File: src/rtl/rst_seq_pkg.sv
// Shared types and helpers for the reset sequencer: the sequencing state
// enum and the width helper for the shared stage/timeout timer.
package rst_seq_pkg;

    typedef enum logic [2:0] {
        IDLE     = 3'd0,
        MEM_REL  = 3'd1,
        MEM_INIT = 3'd2,
        GAME_REL = 3'd3,
        PIX_REL  = 3'd4,
        RUN      = 3'd5,
        FAULT    = 3'd6
    } rst_state_t;

    // One timer serves both the stage delays and the init timeout, so it must
    // hold the larger of the two counts.
    function automatic int timer_width(input int stage_delay, input int init_timeout);
        int longest;
        longest = (stage_delay > init_timeout) ? stage_delay : init_timeout;
        return $clog2(longest + 1);
    endfunction

endpackage

File: src/rtl/rst_stage_timer.sv
// Loadable down-counter used by the reset sequencer. The owner pulses restart
// on every state entry with the number of cycles-minus-one the new state must
// wait; done is high once the count has run down to zero.
module rst_stage_timer #(
    parameter int W = 8
) (
    input  logic         clk,
    input  logic         srst,
    input  logic         restart,
    input  logic [W-1:0] start_value,
    output logic         done
);

    logic [W-1:0] count_reg;

    // Reload on state entry, otherwise count down and park at zero.
    always_ff @(posedge clk) begin
        if (srst) begin
            count_reg <= '0;
        end else if (restart) begin
            count_reg <= start_value;
        end else if (count_reg != '0) begin
            count_reg <= count_reg - 1'b1;
        end
    end

    assign done = (count_reg == '0);

endmodule

File: src/rtl/reset_sequencer.sv
// Ordered per-domain reset release driven by the clock-manager lock
// indicators: memory first, then game logic (gated on memory init), then
// video. Any lock loss re-asserts every reset at once; an init timeout parks
// in FAULT for one stage delay and then retries from IDLE.
// Optional feature: define RST_SEQ_LOSS_CNT_EN to add the saturating
// loss_count output and its counter.
module reset_sequencer
    import rst_seq_pkg::*;
#(
    parameter int STAGE_DELAY  = 16,
    parameter int INIT_TIMEOUT = 65535,
    parameter int CNT_W        = 8
) (
    input  logic             clk_50mhz,
    input  logic             reset,
    input  logic             pixel_locked,
    input  logic             game_locked,
    input  logic             mem_locked,
    input  logic             mem_init_done,
    output logic             mem_rst,
    output logic             game_rst,
    output logic             pixel_rst,
    output logic             sys_ready,
    output logic             init_fault
`ifdef RST_SEQ_LOSS_CNT_EN
    ,
    output logic [CNT_W-1:0] loss_count
`endif
);

    localparam int TIMER_W = timer_width(STAGE_DELAY, INIT_TIMEOUT);

    // Timer is loaded with (cycles - 1) so done rises on the Nth edge after entry.
    localparam logic [TIMER_W-1:0] STAGE_LOAD = TIMER_W'(STAGE_DELAY - 1);
    localparam logic [TIMER_W-1:0] INIT_LOAD  = TIMER_W'(INIT_TIMEOUT - 1);

    rst_state_t         state_reg;
    rst_state_t         state_next;
    logic               all_locked;
    logic               lock_loss;
    logic               timer_done;
    logic               timer_restart;
    logic [TIMER_W-1:0] timer_start;

    logic mem_rst_reg;
    logic game_rst_reg;
    logic pixel_rst_reg;
    logic sys_ready_reg;
    logic init_fault_reg;

    assign all_locked = pixel_locked & game_locked & mem_locked;

    // Lock loss only counts while a release is in progress or complete; IDLE is
    // already fully in reset and FAULT always runs to completion.
    always_comb begin
        lock_loss = 1'b0;
        if (!all_locked) begin
            lock_loss = (state_reg inside {MEM_REL, MEM_INIT, GAME_REL, PIX_REL, RUN});
        end
    end

    // Next-state selection; lock loss overrides timeout, which overrides
    // mem_init_done, which overrides stage expiry.
    always_comb begin
        state_next = state_reg;
        case (state_reg)
            IDLE:     if (all_locked) state_next = MEM_REL;
            MEM_REL:  if (timer_done) state_next = MEM_INIT;
            MEM_INIT: begin
                if (timer_done) begin
                    state_next = FAULT;
                end else if (mem_init_done) begin
                    state_next = GAME_REL;
                end
            end
            GAME_REL: if (timer_done) state_next = PIX_REL;
            PIX_REL:  if (timer_done) state_next = RUN;
            RUN:      state_next = RUN;
            FAULT:    if (timer_done) state_next = IDLE;
            default:  state_next = IDLE;
        endcase
        if (lock_loss) begin
            state_next = IDLE;
        end
    end

    // Restart the shared timer on every state entry with the new state's wait.
    always_comb begin
        timer_restart = (state_next != state_reg);
        timer_start   = '0;
        case (state_next)
            MEM_INIT:                        timer_start = INIT_LOAD;
            MEM_REL, GAME_REL, PIX_REL, FAULT: timer_start = STAGE_LOAD;
            default:                         timer_start = '0;
        endcase
    end

    rst_stage_timer #(
        .W(TIMER_W)
    ) u_timer (
        .clk        (clk_50mhz),
        .srst       (reset),
        .restart    (timer_restart),
        .start_value(timer_start),
        .done       (timer_done)
    );

    // State register plus outputs registered from the state being entered, so
    // every reset moves on the same edge as the transition that causes it.
    always_ff @(posedge clk_50mhz) begin
        if (reset) begin
            state_reg      <= IDLE;
            mem_rst_reg    <= 1'b1;
            game_rst_reg   <= 1'b1;
            pixel_rst_reg  <= 1'b1;
            sys_ready_reg  <= 1'b0;
            init_fault_reg <= 1'b0;
        end else begin
            state_reg     <= state_next;
            mem_rst_reg   <= !(state_next inside {MEM_INIT, GAME_REL, PIX_REL, RUN});
            game_rst_reg  <= !(state_next inside {PIX_REL, RUN});
            pixel_rst_reg <= (state_next != RUN);
            sys_ready_reg <= (state_next == RUN);
            if (state_next == FAULT) begin
                init_fault_reg <= 1'b1;
            end else if (state_next == RUN) begin
                init_fault_reg <= 1'b0;
            end
        end
    end

    assign mem_rst    = mem_rst_reg;
    assign game_rst   = game_rst_reg;
    assign pixel_rst  = pixel_rst_reg;
    assign sys_ready  = sys_ready_reg;
    assign init_fault = init_fault_reg;

`ifdef RST_SEQ_LOSS_CNT_EN
    logic [CNT_W-1:0] loss_count_reg;

    // Saturating lock-loss count; only reset clears it.
    always_ff @(posedge clk_50mhz) begin
        if (reset) begin
            loss_count_reg <= '0;
        end else if (lock_loss && (loss_count_reg != {CNT_W{1'b1}})) begin
            loss_count_reg <= loss_count_reg + 1'b1;
        end
    end

    assign loss_count = loss_count_reg;
`else
    // Loss counting is compiled out; CNT_W only describes the absent port.
    if (CNT_W < 1) begin : g_cnt_w_invalid
    end
`endif

endmodule
File: config.mk
export PLATFORM = sky130hd
export DESIGN_NAME = reset_sequencer
export DESIGN_NICKNAME = d
export VERILOG_FILES = /design/src/rtl/rst_seq_pkg.sv /design/src/rtl/rst_stage_timer.sv /design/src/rtl/reset_sequencer.sv
export SDC_FILE = /design/constraint.sdc
export NUM_CORES = 1
export LEC_CHECK = 0
export BUFFER_PORTS_ARGS = -buffer_cell sky130_fd_sc_hd__buf_4
export CORE_MARGIN = 3
export CORE_UTILIZATION = 30
export DETAILED_ROUTE_END_ITERATION = 8
export PLACE_DENSITY_LB_ADDON = 0.1
export SLEW_MARGIN = 20
export SYNTH_ARGS = -nofsm -noshare
export SYNTH_HDL_FRONTEND = slang
export SYNTH_SLANG_ARGS = --single-unit
File: constraint.sdc
create_clock -name clk_50mhz -period 2.25 [get_ports clk_50mhz]
set_clock_uncertainty 0.15 [all_clocks]
set_input_delay 0.1125 -clock clk_50mhz [delete_from_list [all_inputs] [get_ports clk_50mhz]]
set_output_delay 0.1125 -clock clk_50mhz [all_outputs]
set_load 0.01 [all_outputs]
# Word level (Yosys, flattened, before mapping)
# Index checks and enable logic that the tools add are counted.
totals:
  reg_bits: 24
  input_bits: 6
  output_inout_bits: 5
  elab_cells: 50
op_classes:
  addsub: 1
  n_eq_ne: 14
  muxes: 15
  bitwise_logic: 2
  n_reduce_logical: 11
ops:
  columns: ["operator", "count"]
  rows:
  - ["16-bit 2-to-1 mux", 2]
  - ["16-bit one-hot mux with 2 select lines", 1]
  - ["3-bit 2-to-1 mux", 8]
  - ["3-bit one-hot mux with 7 select lines", 1]
  - ["3-bit == test (second input constant)", 6]
  - ["16-bit zero test", 1]
  - ["16-bit nonzero test", 1]
  - ["16-bit by 1-bit subtractor with 16-bit output (second input constant)", 1]
  - ["3-bit by 2-bit == test with 1-bit output (second input constant)", 4]
  - ["3-bit by 1-bit == test with 1-bit output (second input constant)", 2]
  - ["2-bit nonzero test", 3]
  - ["5-bit nonzero test", 1]
  - ["4-bit nonzero test", 1]
  - ["4-bit OR reduction", 1]
  - ["3-bit zero test", 1]
  - ["1-bit 2-to-1 mux", 3]
  - ["3-bit != test", 1]
  - ["3-bit != test (second input constant)", 1]
  - ["1-bit AND", 2]
  - ["1-bit zero test", 2]

# Logic depth before layout (Yosys ltp)
depth:
  ltp_word: 9
  ltp_mapped: 8
  ltp_nobuf: 7

# Modules after synthesis
# Synthesis repeated with hierarchy kept, for this count alone.
unflattened:
  cells_unflattened: 182
  area_unflattened_um2: 1505.2
modules_own_cells:
  columns: ["module", "n_inst", "cells_each", "area_each_um2", "seq_area_each_um2"]
  rows:
  - ["rst_stage_timer", 1, 116, 964.7, 320.3]
  - ["reset_sequencer", 1, 66, 540.5, 160.2]

# Least setup slack after synthesis
# OpenSTA, ideal clock, no wires.
synth_path:
  kind: "register -> register"
  start: "register u_timer.count_reg[6]"
  end: "register pixel_rst_reg (netlist: pixel_rst)"
  setup_time_ps: 123
  t_arrival_ps: 2155
  required_time_ps: 1977
  slack_ps: -179
  path_stages_with_launch: 8
  path_buffers: 2
  synth_period_minus_slack_ps: 2429
  path_cell_list: "dfxtp_1 > or4_4 > buf_6 > or4_1 > clkbuf_2 > a21oi_1 > o211ai_1 > or2_2"
synth_via:
  elab_chain_len: 5
  word_cells_on_any_way: 9
  cone_classes: "eq/ne (1); mux (7); reduce/logical (1)"
synth_lines:
  columns: ["element", "line_no", "source"]
  rows:
  - ["start: declaration", "rst_stage_timer.sv:14", "logic [W-1:0] count_reg;"]
  - ["start signal: assignment", "rst_stage_timer.sv:21", "count_reg <= start_value;"]
  - ["start signal: assignment", "rst_stage_timer.sv:23", "count_reg <= count_reg - 1'b1;"]
  - ["16-bit zero test (*)", "rst_stage_timer.sv:27", "assign done = (count_reg == '0);"]
  - ["3-bit 2-to-1 mux (on tied branches)", null, null]
  - ["3-bit one-hot mux with 7 select lines (*)", "reset_sequencer.sv:66", "case (state_reg)"]
  - ["3-bit 2-to-1 mux (*)", "reset_sequencer.sv:82", "if (lock_loss) begin"]
  - ["3-bit != test (*)", "reset_sequencer.sv:122", "pixel_rst_reg <= (state_next != RUN);"]
  - ["end signal: assignment", "reset_sequencer.sv:122", null]
  - ["end: declaration", "reset_sequencer.sv:47", "logic pixel_rst_reg;"]
# Mark *: on every way between the ends. The rest lies on a longest branch, timed or not.
# A chain may end at the register's enable or synchronous reset.

# Worst setup path in the final report
layout_path:
  start: "register u_timer.count_reg[6]"
  end: "register init_fault_reg (netlist: init_fault)"
layout_via:
  elab_chain_len: 6
  word_cells_on_any_way: 12
  cone_classes: "eq/ne (2); mux (8); reduce/logical (2)"
layout_lines:
  columns: ["element", "line_no", "source"]
  rows:
  - ["16-bit zero test (*)", "rst_stage_timer.sv:27", null]
  - ["3-bit 2-to-1 mux (on tied branches)", null, null]
  - ["3-bit one-hot mux with 7 select lines (*)", "reset_sequencer.sv:66", null]
  - ["3-bit 2-to-1 mux (*)", "reset_sequencer.sv:82", null]
  - ["3-bit == test (on tied branches)", "reset_sequencer.sv:124, reset_sequencer.sv:126", null]
  - ["1-bit 2-to-1 mux / 2-bit nonzero test (equally long branches)", null, null]
  - ["end signal: assignment", "reset_sequencer.sv:117", "init_fault_reg <= 1'b0;"]
  - ["end signal: assignment", "reset_sequencer.sv:125", "init_fault_reg <= 1'b1;"]
  - ["end signal: assignment", "reset_sequencer.sv:127", "init_fault_reg <= 1'b0;"]
  - ["end: declaration", "reset_sequencer.sv:49", "logic init_fault_reg;"]
# Marked as above.

==> qor.txt <==
Commonest non-fill, non-tap cells in the layout - buf_4 (44), dfxtp_1 (23), nand2_1 (11), nor2_1 (11), xnor2_1 (9)
Synth Warn # - 0
Post-synthesis instance area - 1360 µm²
Max Cap Viol - 0
Total track usage - 14.6%
Routed len/inst - 15.1 µm
Area Growth Syn to Fin - 43.5%
Die X - 73.3 µm
Clock power share - 11.1%
Startpoint types - flip-flop
DR iter-0 viols - 138
Highest metal used - met4
Worst path max stage delay - 610 ps
CTS tree - done
Grt total ovfl - 0
Final setup viols - 15
DR WL met3 - 106 µm
Max Buffers Root-to-Sink - 2
Pre-antenna DRT Iters - 4
Dpl cell area - 1690 µm²
Static Leakage - 0.775 nW
Unique cell type count in the Yosys netlist - 39
Num CTS Buffers - 3
Status - complete, but fails checks
Routed metal-1 wirelength - 1.90 mm
Layout cells sized above 1 - 41.1%
Fin nets - 218
Pwr Density - 1390 nW/µm²
WP data required - 2290 ps
Drt via density - 5.37
#FFs+latches synth - 24
CP Class - reg -> reg
Worst Path Max Fanout - 6
Max reg flops - 16
Final wirelength - 3.91 mm
Max-slew violation count - 0
N_diodes - 0
Routed wl met2 - 1.88 mm
RSZ-0062 raised after global routing - true
Sw Ratio - 40.2%
GP Congestion - 0.807
Flop pwr share - 22.1%
Commonest non-fill, non-tap cell in the layout - buf_4
Core area - 4170 µm²
Initial antenna violation count - 0
Internal power - 1.63 mW
Sequential area share after synthesis - 35.3%
HP Class - in -> reg
Endpoint class of the critical path - flip-flop
Detailed Place HPWL - 2.68 mm
Final Hold Vio Count - 0
Largest family of logic cells by synthesized area - simple AND/OR/NAND/NOR gates
Initial Util - 32.6%
Cells after Synth - 168
Fin crit period - 2310 ps
Via count - 1390
Net Count, Synth - 176
Slew @ Worst Pin - 433 ps
Peak VDD IR - 638 µV
Crit path top cell by count - or4_4
XOR/XNOR Fraction of Synth Area - 9.66%
Worst reg2reg setup slack - -60 ps
Filler cells - 400
Largest net degree at the start of global routing - 14
Final worst setup slack - -63.4 ps
Logic pwr share - 66.7%
DRC errors left - 0
Adder-cell share of the synthesized area - 1.84%
Worst-skew pair later-pin latency - 260 ps
Avg Inst Size Synth - 8.10 µm²
Max Freq - 432 MHz
Post-DRT Antenna Nets - 0
Headroom to the max-slew limit - 71.1%
Post-synthesis simple-gate area fraction - 28.4%
Slowest-stage cell, CP - or4_4
Die area - 5380 µm²
First-pass GRT wire length - 6.18 mm
Hold Slack - 209 ps
CTS H-Tree Depth - 1
Failing checks - negative setup slack
Clock transition at path regs - 90 ps
Design Area, Final - 1950 µm²
Rows - 23
P_sw - 1.09 mW
Complex-gate fraction of the synthesized area - 18.0%
Top Family by Delay on Critical Path - simple AND/OR/NAND/NOR gates
Arrival time at the worst endpoint - 2360 ps
Critical-path cell list - or4_4, or4_4, or4_1, a31oi_1
Fin crit share - 103%
Sink Count - 24
Root Driver - clkbuf_8
IO Pins - 11
Worst path bufs/invs - 0
Mux share of post-synthesis cell area - 1.47%
Port-buffer cells - 10
Vias in the first global route - 1319
Die H - 73.3 µm
metrics by stage:
stage                     utilization, %  power, mW  setup WS (ps)  setup TNS, ps  std cells
final                               46.8       2.72          -63.4           -345        259
after global routing                46.8       2.94           -127          -1290        259
after CTS                           43.3       2.45          -49.3           -278        254
after detailed placement            40.6       2.04           -214          -3230        249
after global placement              40.6       2.02           -185          -2160        249
after floorplan                        -       1.53           -123          -1310        168
synth_stat cells, drive strengths merged:
| cell type | instances | share of area, % |
|---|---|---|
| mux2i | 2 | 1.5 |
| o211a | 1 | 0.74 |
| o22ai | 1 | 0.46 |
| or3 | 4 | 1.8 |
| nand2 | 12 | 3.3 |
| nor3 | 2 | 0.74 |
| dfxtp | 24 | 35 |
| or4 | 6 | 3.6 |
| xor2 | 6 | 3.9 |
| buf | 4 | 1.7 |
| or3b | 1 | 0.64 |
| nand4 | 2 | 0.92 |
| nand2b | 2 | 0.92 |
| a221o | 1 | 0.74 |
| o32a | 1 | 0.74 |
| o211ai | 3 | 1.7 |
| a31oi | 3 | 1.4 |
| or2 | 3 | 1.4 |
| o41a | 1 | 0.83 |
| o21ai | 17 | 6.3 |
| a2111oi | 1 | 0.64 |
| o31ai | 1 | 0.55 |
| ha | 2 | 1.8 |
| nor2b | 4 | 1.8 |
| inv | 5 | 1.4 |
| and3 | 2 | 0.92 |
| clkbuf | 7 | 2.1 |
| nor4 | 6 | 3.9 |
| nand3 | 11 | 4.0 |
| nand3b | 2 | 1.1 |
| nor2 | 12 | 3.3 |
| xnor2 | 9 | 5.8 |
| a211oi | 2 | 1.1 |
| a21oi | 8 | 2.9 |
power by group through the flow:
stage	logic, mW	registers (mW)	clock network [mW]
6_report	1.82	0.602	0.303
3_3_place_gp	1.42	0.600	0
4_1_cts	1.53	0.600	0.312
2_1_floorplan	0.907	0.627	0
3_5_place_dp	1.44	0.603	0
5_1_grt	1.99	0.616	0.330
cells by family after synthesis:
logic type / after synthesis
xor gates and xnor gates: 15
DFF: 24
and+or+nand+nor: 69
AOI/OAI and AO/OA: 40
muxes: 2
buffers and inverters: 16
adders and majority gates: 2
area by class of cell:
cell class	count	area, µm²	share of cell area, %
repair buffers	47	363	18.6
inverters	5	18.8	0.962
multi-input cells	129	971	49.7
clock buffers	4	55.1	2.82
flip-flops and latches	24	482	24.7
well taps	50	62.6	3.21
worst register-to-register path, stage by stage, from the launching register on:
cell,delay (ps)
dfxtp_2,330
or4_4,570
or4_4,610
or4_1,420
a31oi_1,160
repair_timing:
item / 4_1_cts / 5_1_grt
resized for setup: 12 / 37
hold endpoints to repair: 5 / 0
pin swaps: 2 / 17
endpoints found under the setup margin: 20 / 21
setup buffers: 0 / 4
gates cloned: 0 / 1
hold buffers: 1 / 0
per-layer routing:
| layer | GRT usage, % | vias to the layer above |
|---|---|---|
| met5 | 0 | - |
| met4 | 3.62 | 0 |
| met3 | 2.19 | 2 |
| met2 | 23.6 | 18 |
| met1 | 20.4 | 678 |
| li1 | - | 692 |
worst paths after layout:
path | start | cells after the start | end
setup reg to reg | u_timer.count_reg[6] | 4 | init_fault
setup / recovery | u_timer.count_reg[6] | 4 | init_fault
hold reg to reg | init_fault | 2 | init_fault
hold / removal | mem_init_done | 5 | u_timer.count_reg[0]
Power figures use the tool's default switching activity.
